[src/rtl/pwm_ctrl.sv]
// pwm_ctrl: sequencer for the PWM generator datapath.
//
// Owns the prescaler and period counter and keeps double-buffered configuration.
// Register writes land in a shadow copy. The active copy, which drives the generator,
// changes only while idle or when the counter wraps, so a period never sees a
// half-applied configuration.
//
// Ports:
//   clk, rst         clock, asynchronous active-high reset
//   en_in            run request (level); oneshot_in is sampled on IDLE->RUN
//   cfg_wr           strobe capturing period/compare1/compare2/func/prescale into shadow
//   cnt_clr          synchronous counter/prescaler clear (RUN only)
//   pwm_en           high while running
//   period, functions, compare1, compare2   active configuration
//   count_val        current counter value
//   period_done      one-clock pulse on counter wrap
//   update_pending   shadow holds configuration not yet applied
//   done             one-shot period finished
module pwm_ctrl #(
    parameter int unsigned CNT_W = 16,
    parameter int unsigned PRE_W = 8
) (
    input  logic             clk,
    input  logic             rst,
    input  logic             en_in,
    input  logic             oneshot_in,
    input  logic             cfg_wr,
    input  logic [CNT_W-1:0] period_in,
    input  logic [CNT_W-1:0] compare1_in,
    input  logic [CNT_W-1:0] compare2_in,
    input  logic [1:0]       func_in,
    input  logic [PRE_W-1:0] prescale_in,
    input  logic             cnt_clr,
    output logic             pwm_en,
    output logic [CNT_W-1:0] period,
    output logic [1:0]       functions,
    output logic [CNT_W-1:0] compare1,
    output logic [CNT_W-1:0] compare2,
    output logic [CNT_W-1:0] count_val,
    output logic             period_done,
    output logic             update_pending,
    output logic             done
);

    typedef enum logic [1:0] {
        StIdle,
        StRun,
        StDone
    } state_e;

    typedef struct packed {
        logic [CNT_W-1:0] period;
        logic [CNT_W-1:0] cmp1;
        logic [CNT_W-1:0] cmp2;
        logic [1:0]       func;
        logic [PRE_W-1:0] pre;
    } cfg_t;

    state_e           state_q, state_d;
    cfg_t             shadow_q, shadow_d;
    cfg_t             active_q, active_d;
    logic             pending_q, pending_d;
    logic             oneshot_q, oneshot_d;
    logic [PRE_W-1:0] pre_q, pre_d;
    logic [CNT_W-1:0] count_q, count_d;
    logic             pwm_en_q, pwm_en_d;
    logic             period_done_q, period_done_d;
    logic             done_q, done_d;

    cfg_t cfg_in;
    logic tick;

    assign cfg_in = '{
        period: period_in,
        cmp1:   compare1_in,
        cmp2:   compare2_in,
        func:   func_in,
        pre:    prescale_in
    };
    assign tick = (pre_q == active_q.pre);

    always_comb begin
        state_d       = state_q;
        shadow_d      = shadow_q;
        active_d      = active_q;
        pending_d     = pending_q | cfg_wr;
        oneshot_d     = oneshot_q;
        pre_d         = pre_q;
        count_d       = count_q;
        period_done_d = 1'b0;

        if (cfg_wr) begin
            shadow_d = cfg_in;
        end

        unique case (state_q)
            StIdle: begin
                count_d = '0;
                pre_d   = '0;
                if (cfg_wr && en_in) begin
                    // Bypass the shadow so the very first period uses the new values.
                    active_d  = cfg_in;
                    pending_d = 1'b0;
                end else begin
                    if (pending_q) begin
                        active_d = shadow_q;
                    end
                    // A write this cycle is applied on the next idle cycle.
                    pending_d = cfg_wr;
                end
                if (en_in) begin
                    state_d   = StRun;
                    oneshot_d = oneshot_in;
                end
            end
            StRun: begin
                if (!en_in) begin
                    state_d = StIdle;
                    count_d = '0;
                    pre_d   = '0;
                end else if (cnt_clr) begin
                    // Clear wins over a coincident tick: no wrap, no apply.
                    count_d = '0;
                    pre_d   = '0;
                end else if (tick) begin
                    pre_d = '0;
                    if (count_q == active_q.period) begin
                        count_d       = '0;
                        period_done_d = 1'b1;
                        if (pending_q) begin
                            active_d = shadow_q;
                        end
                        // A write on the wrap cycle waits for the following wrap.
                        pending_d = cfg_wr;
                        if (oneshot_q) begin
                            state_d = StDone;
                        end
                    end else begin
                        count_d = count_q + CNT_W'(1);
                    end
                end else begin
                    pre_d = pre_q + PRE_W'(1);
                end
            end
            StDone: begin
                count_d = '0;
                pre_d   = '0;
                if (!en_in) begin
                    state_d = StIdle;
                end
            end
            default: begin
                state_d = StIdle;
            end
        endcase

        pwm_en_d = (state_d == StRun);
        done_d   = (state_d == StDone);
    end

    always_ff @(posedge clk or posedge rst) begin
        if (rst) begin
            state_q       <= StIdle;
            shadow_q      <= '0;
            active_q      <= '0;
            pending_q     <= 1'b0;
            oneshot_q     <= 1'b0;
            pre_q         <= '0;
            count_q       <= '0;
            pwm_en_q      <= 1'b0;
            period_done_q <= 1'b0;
            done_q        <= 1'b0;
        end else begin
            state_q       <= state_d;
            shadow_q      <= shadow_d;
            active_q      <= active_d;
            pending_q     <= pending_d;
            oneshot_q     <= oneshot_d;
            pre_q         <= pre_d;
            count_q       <= count_d;
            pwm_en_q      <= pwm_en_d;
            period_done_q <= period_done_d;
            done_q        <= done_d;
        end
    end

    assign pwm_en         = pwm_en_q;
    assign period         = active_q.period;
    assign functions      = active_q.func;
    assign compare1       = active_q.cmp1;
    assign compare2       = active_q.cmp2;
    assign count_val      = count_q;
    assign period_done    = period_done_q;
    assign update_pending = pending_q;
    assign done           = done_q;

endmodule

[config.mk]
export PLATFORM = sky130hd
export DESIGN_NAME = pwm_ctrl
export DESIGN_NICKNAME = d
export VERILOG_FILES = /design/src/rtl/pwm_ctrl.sv
export SDC_FILE = /design/constraint.sdc
export NUM_CORES = 1
export LEC_CHECK = 0
export ABC_CLOCK_PERIOD_IN_PS = 10350
export BUFFER_PORTS_ARGS = -buffer_cell sky130_fd_sc_hd__buf_2
export CAP_MARGIN = 20
export CORE_MARGIN = 4
export CORE_UTILIZATION = 60
export DETAILED_ROUTE_END_ITERATION = 6
export PLACE_DENSITY = 0.85
export SETUP_SLACK_MARGIN = 0.1
export SLEW_MARGIN = 0
export SYNTH_ARGS = -nofsm -noshare
export SYNTH_HDL_FRONTEND = slang
export SYNTH_SLANG_ARGS = --single-unit
[constraint.sdc]
create_clock -name clk -period 10.35 [get_ports clk]
set_input_delay 2.07 -clock clk [delete_from_list [all_inputs] [get_ports clk]]
set_output_delay 2.07 -clock clk [all_outputs]
set_load 0.1 [all_outputs]
==> results.py <==
metrics = {
    "pwr": {
        "ir_worst_vdd_mv": 0.176,
        "p_leak_nw": 3.42,
        "power.density_mw_per_mm2": 219,
        "totalPowerFinal_mw": 1.77,
    },
    "critical_path": {
        "start_kind": "primary input",
        "r2r_cells": 6,
        "r2r_start": "state_q[1]$_DFF_PP0_",
        "worstPathArrival_ps": 5330,
        "worstPathRequired_ps": 10700,
        "end_kind": "register",
        "cp_max_fo": 60,
        "r2r-end": "period[9]$_DFFE_PP0P_",
        "rrSetupSlack_ps": 7340,
        "crit_type": "in -> reg",
    },
    "clock_tree": {
        "cts_buffer_depth": 2,
        "post_cts_resized": 0,
        "postCtsSetupBuffers": 0,
        "cts_root_buffer": "clkbuf_16",
        "cts_hold_buf": 0,
        "cts_tree": "built",
        "numCtsBuffers": 17,
        "clock_sinks": 147,
        "clock_latency_ps": 420,
        "cts.clk_slew.worst_paths_ps": 60,
        "htree_levels": 4,
    },
    "grt": {
        "antenna_found_initial": 0,
        "grt_pass1_wl_um": 28400,
        "grt_usage": 0.253,
        "grt_util_met3": 0.0740,
        "grt_busiest_layer": "met2",
        "met2_usage": 0.414,
        "grt_max_degree": 87,
        "grt-ovfl-total": 0,
        "grt_pass1_vias": 5495,
        "met1_usage": 0.331,
    },
    "placement": {
        "placed_cell_area_mm2": 0.00751,
        "dp.cells": 769,
        "port_buffers": 133,
        "place.detailed.hpwl_um": 10900,
        "routabilityCongestion": 0.794,
        "place_ws_ps": 4970,
    },
    "logic_synthesis": {
        "ys.flop_type": "dfrtp_1",
        "yosysMostFrequentCell": "dfrtp_1",
        "synth_area_mm2": 0.00719,
        "ys_ff_latch": 147,
        "ys_top_cells_by_area": "dfrtp_1 51%, mux2_2 9.2%, o32a_1 8.2%, o22a_1 7.1%, buf_4 5.5%",
        "post_synth_num_cell_types": 50,
        "yosysWarningCount": 0,
        "synthArstFlopShare": 1.00,
        "ys_seq_area_frac": 0.512,
        "synthDominantCellAreaShare": 0.512,
        "syn_inst": 585,
        "synthTopCellsByCount": "147 x dfrtp_1, 59 x mux2_2, 59 x o32a_1, 58 x o22a_1, 53 x buf_4",
        "yosys.area.top_type": "dfrtp_1",
        "synth_nets": 651,
        "synth_edf_count": 0,
        "avgSynthCellArea_um2": 12.3,
    },
    "floorplan": {
        "die_width_um": 117,
        "io-pin-count": 134,
        "initial_core_util": 0.622,
        "fp-row-count": 39,
        "die_h_um": 117,
        "dieArea_mm2": 0.0138,
        "core_area_mm2": 0.0116,
    },
    "layout": {
        "area_delta_synth_final_pct": 12.5,
        "final_cells": 802,
        "drive_gt1_frac": 0.372,
        "design_area_mm2": 0.00809,
        "post-route-util": 0.699,
        "num_antenna_cells": 0,
        "nNetsFinal": 713,
    },
    "sta": {
        "slew_violations": 0,
        "rsz0062_at_grt": "false",
        "worst_slack_ps": 5370,
        "tns_ps": 0,
        "whs_ps": 510,
        "max_slew_margin": 0.419,
        "max_slew.worst_pin.slew_ps": 872,
        "finalCritPeriodShare": 0.481,
        "setup_violations": 0,
        "period_minus_slack_ps": 4980,
        "fmax_mhz": 201,
        "worst_clock_skew_ps": 12.1,
        "hold_viol": 0,
    },
    "routing": {
        "num_vias": 5232,
        "avgRoutedWirePerCell_um": 21.3,
        "first_pass_iters": 7,
        "drc_errors": 0,
        "wirelength_um": 17100,
        "vias_per_cell": 6.52,
        "drt_iter0_drc": 397,
        "antenna_left": 0,
    },
    "hold_path": {
        "min_path_cells": 1,
        "worstHoldStart": "shadow_q[0]$_DFFE_PP0P_",
        "min_to": "shadow_q[0]$_DFFE_PP0P_",
        "min_path_type": "reg -> reg",
    },
    "outcome": {
        "status": "finished clean",
    },
    "flow_run": {
        "max_cap_viol_count": 0,
    },
}
## where the power goes
group	internal, mW	leakage [nW]	switching, mW
combinational	0.126	1.42	0.386
clock	0.328	0.262	0.240
sequential	0.642	1.74	0.0499
## layer usage
layer  wire length, µm  share of wire
met5                 0              0
met2              8520           0.50
met4               195          0.011
met3              1100          0.064
met1              7290           0.43
## cell families (layout without fill, tap and decap cells)
kind of cell,Yosys count,in the layout,share of synthesized area
AO/OA/AOI/OAI,170,170,0.207
flip-flops,147,147,0.512
buffers and inverters,105,179,0.0860
AND/OR/NAND/NOR,74,74,0.0654
multiplexers,60,60,0.0938
XOR/XNOR,27,27,0.0329
adder cells (fa/ha/maj),2,2,0.00348
## worst max-delay path, cell delays in order
cell       delay [ps]
buf_2              80
buf_4             610
nand3_2           450
buf_4             430
a2111oi_4         780
buf_4             580
o32a_1            250
## how the worst max path moves through the flow
stage | start | end
finish | cfg_wr | period[9]$_DFFE_PP0P_
floorplan | rst | active_q[0]$_DFFE_PP0P_
CTS | cfg_wr | period[9]$_DFFE_PP0P_
global placement | cfg_wr | compare1[3]$_DFFE_PP0P_
global route | cfg_wr | period[3]$_DFFE_PP0P_
detailed placement | cfg_wr | functions[1]$_DFFE_PP0P_
## placed cells by master, fill, tap and decap left out, types with 3 or more instances in the layout
| master | n |
|---|---|
| and2_1 | 3 |
| o21ai_0 | 15 |
| nor2_1 | 3 |
| nand3_1 | 8 |
| nor4_2 | 3 |
| xor2_1 | 17 |
| o2bb2a_1 | 3 |
| inv_1 | 7 |
| o22ai_1 | 4 |
| nor3_1 | 3 |
| dfrtp_1 | 147 |
| o21a_1 | 4 |
| mux2_2 | 59 |
| a22o_1 | 3 |
| o22a_1 | 58 |
| nand2_1 | 14 |
| inv_6 | 3 |
| nand4_1 | 7 |
| and3_1 | 9 |
| o32a_1 | 58 |
| buf_2 | 133 |
| clkinv_2 | 5 |
| xnor2_1 | 10 |
| or3_1 | 3 |
| clkinvlp_4 | 3 |
| o31ai_1 | 3 |
| a311oi_1 | 3 |
| nor2b_1 | 4 |
| clkbuf_16 | 17 |
| or4_1 | 4 |
| a22oi_1 | 7 |
| buf_4 | 5 |
## area by class of cell
| class | count | area [µm²] |
|---|---|---|
| repair buffers | 140 | 743 |
| clock inverters | 13 | 113 |
| well taps | 143 | 179 |
| flip-flops and latches | 147 | 3680 |
| inverters | 8 | 35.0 |
| clock buffers | 18 | 429 |
| fillers | 818 | 3480 |
| multi-input cells | 333 | 2910 |
## flip-flops by register name (all words and copies together) (netlist names)
register        count
oneshot_q           1
period             16
state_q             2
count_val          16
shadow_q           58
active_q            8
functions           2
pre_q               8
compare1           16
compare2           16
period_done         1
update_pending      1
done                1
pwm_en              1
No activity file was read; power rests on OpenSTA's default activity.
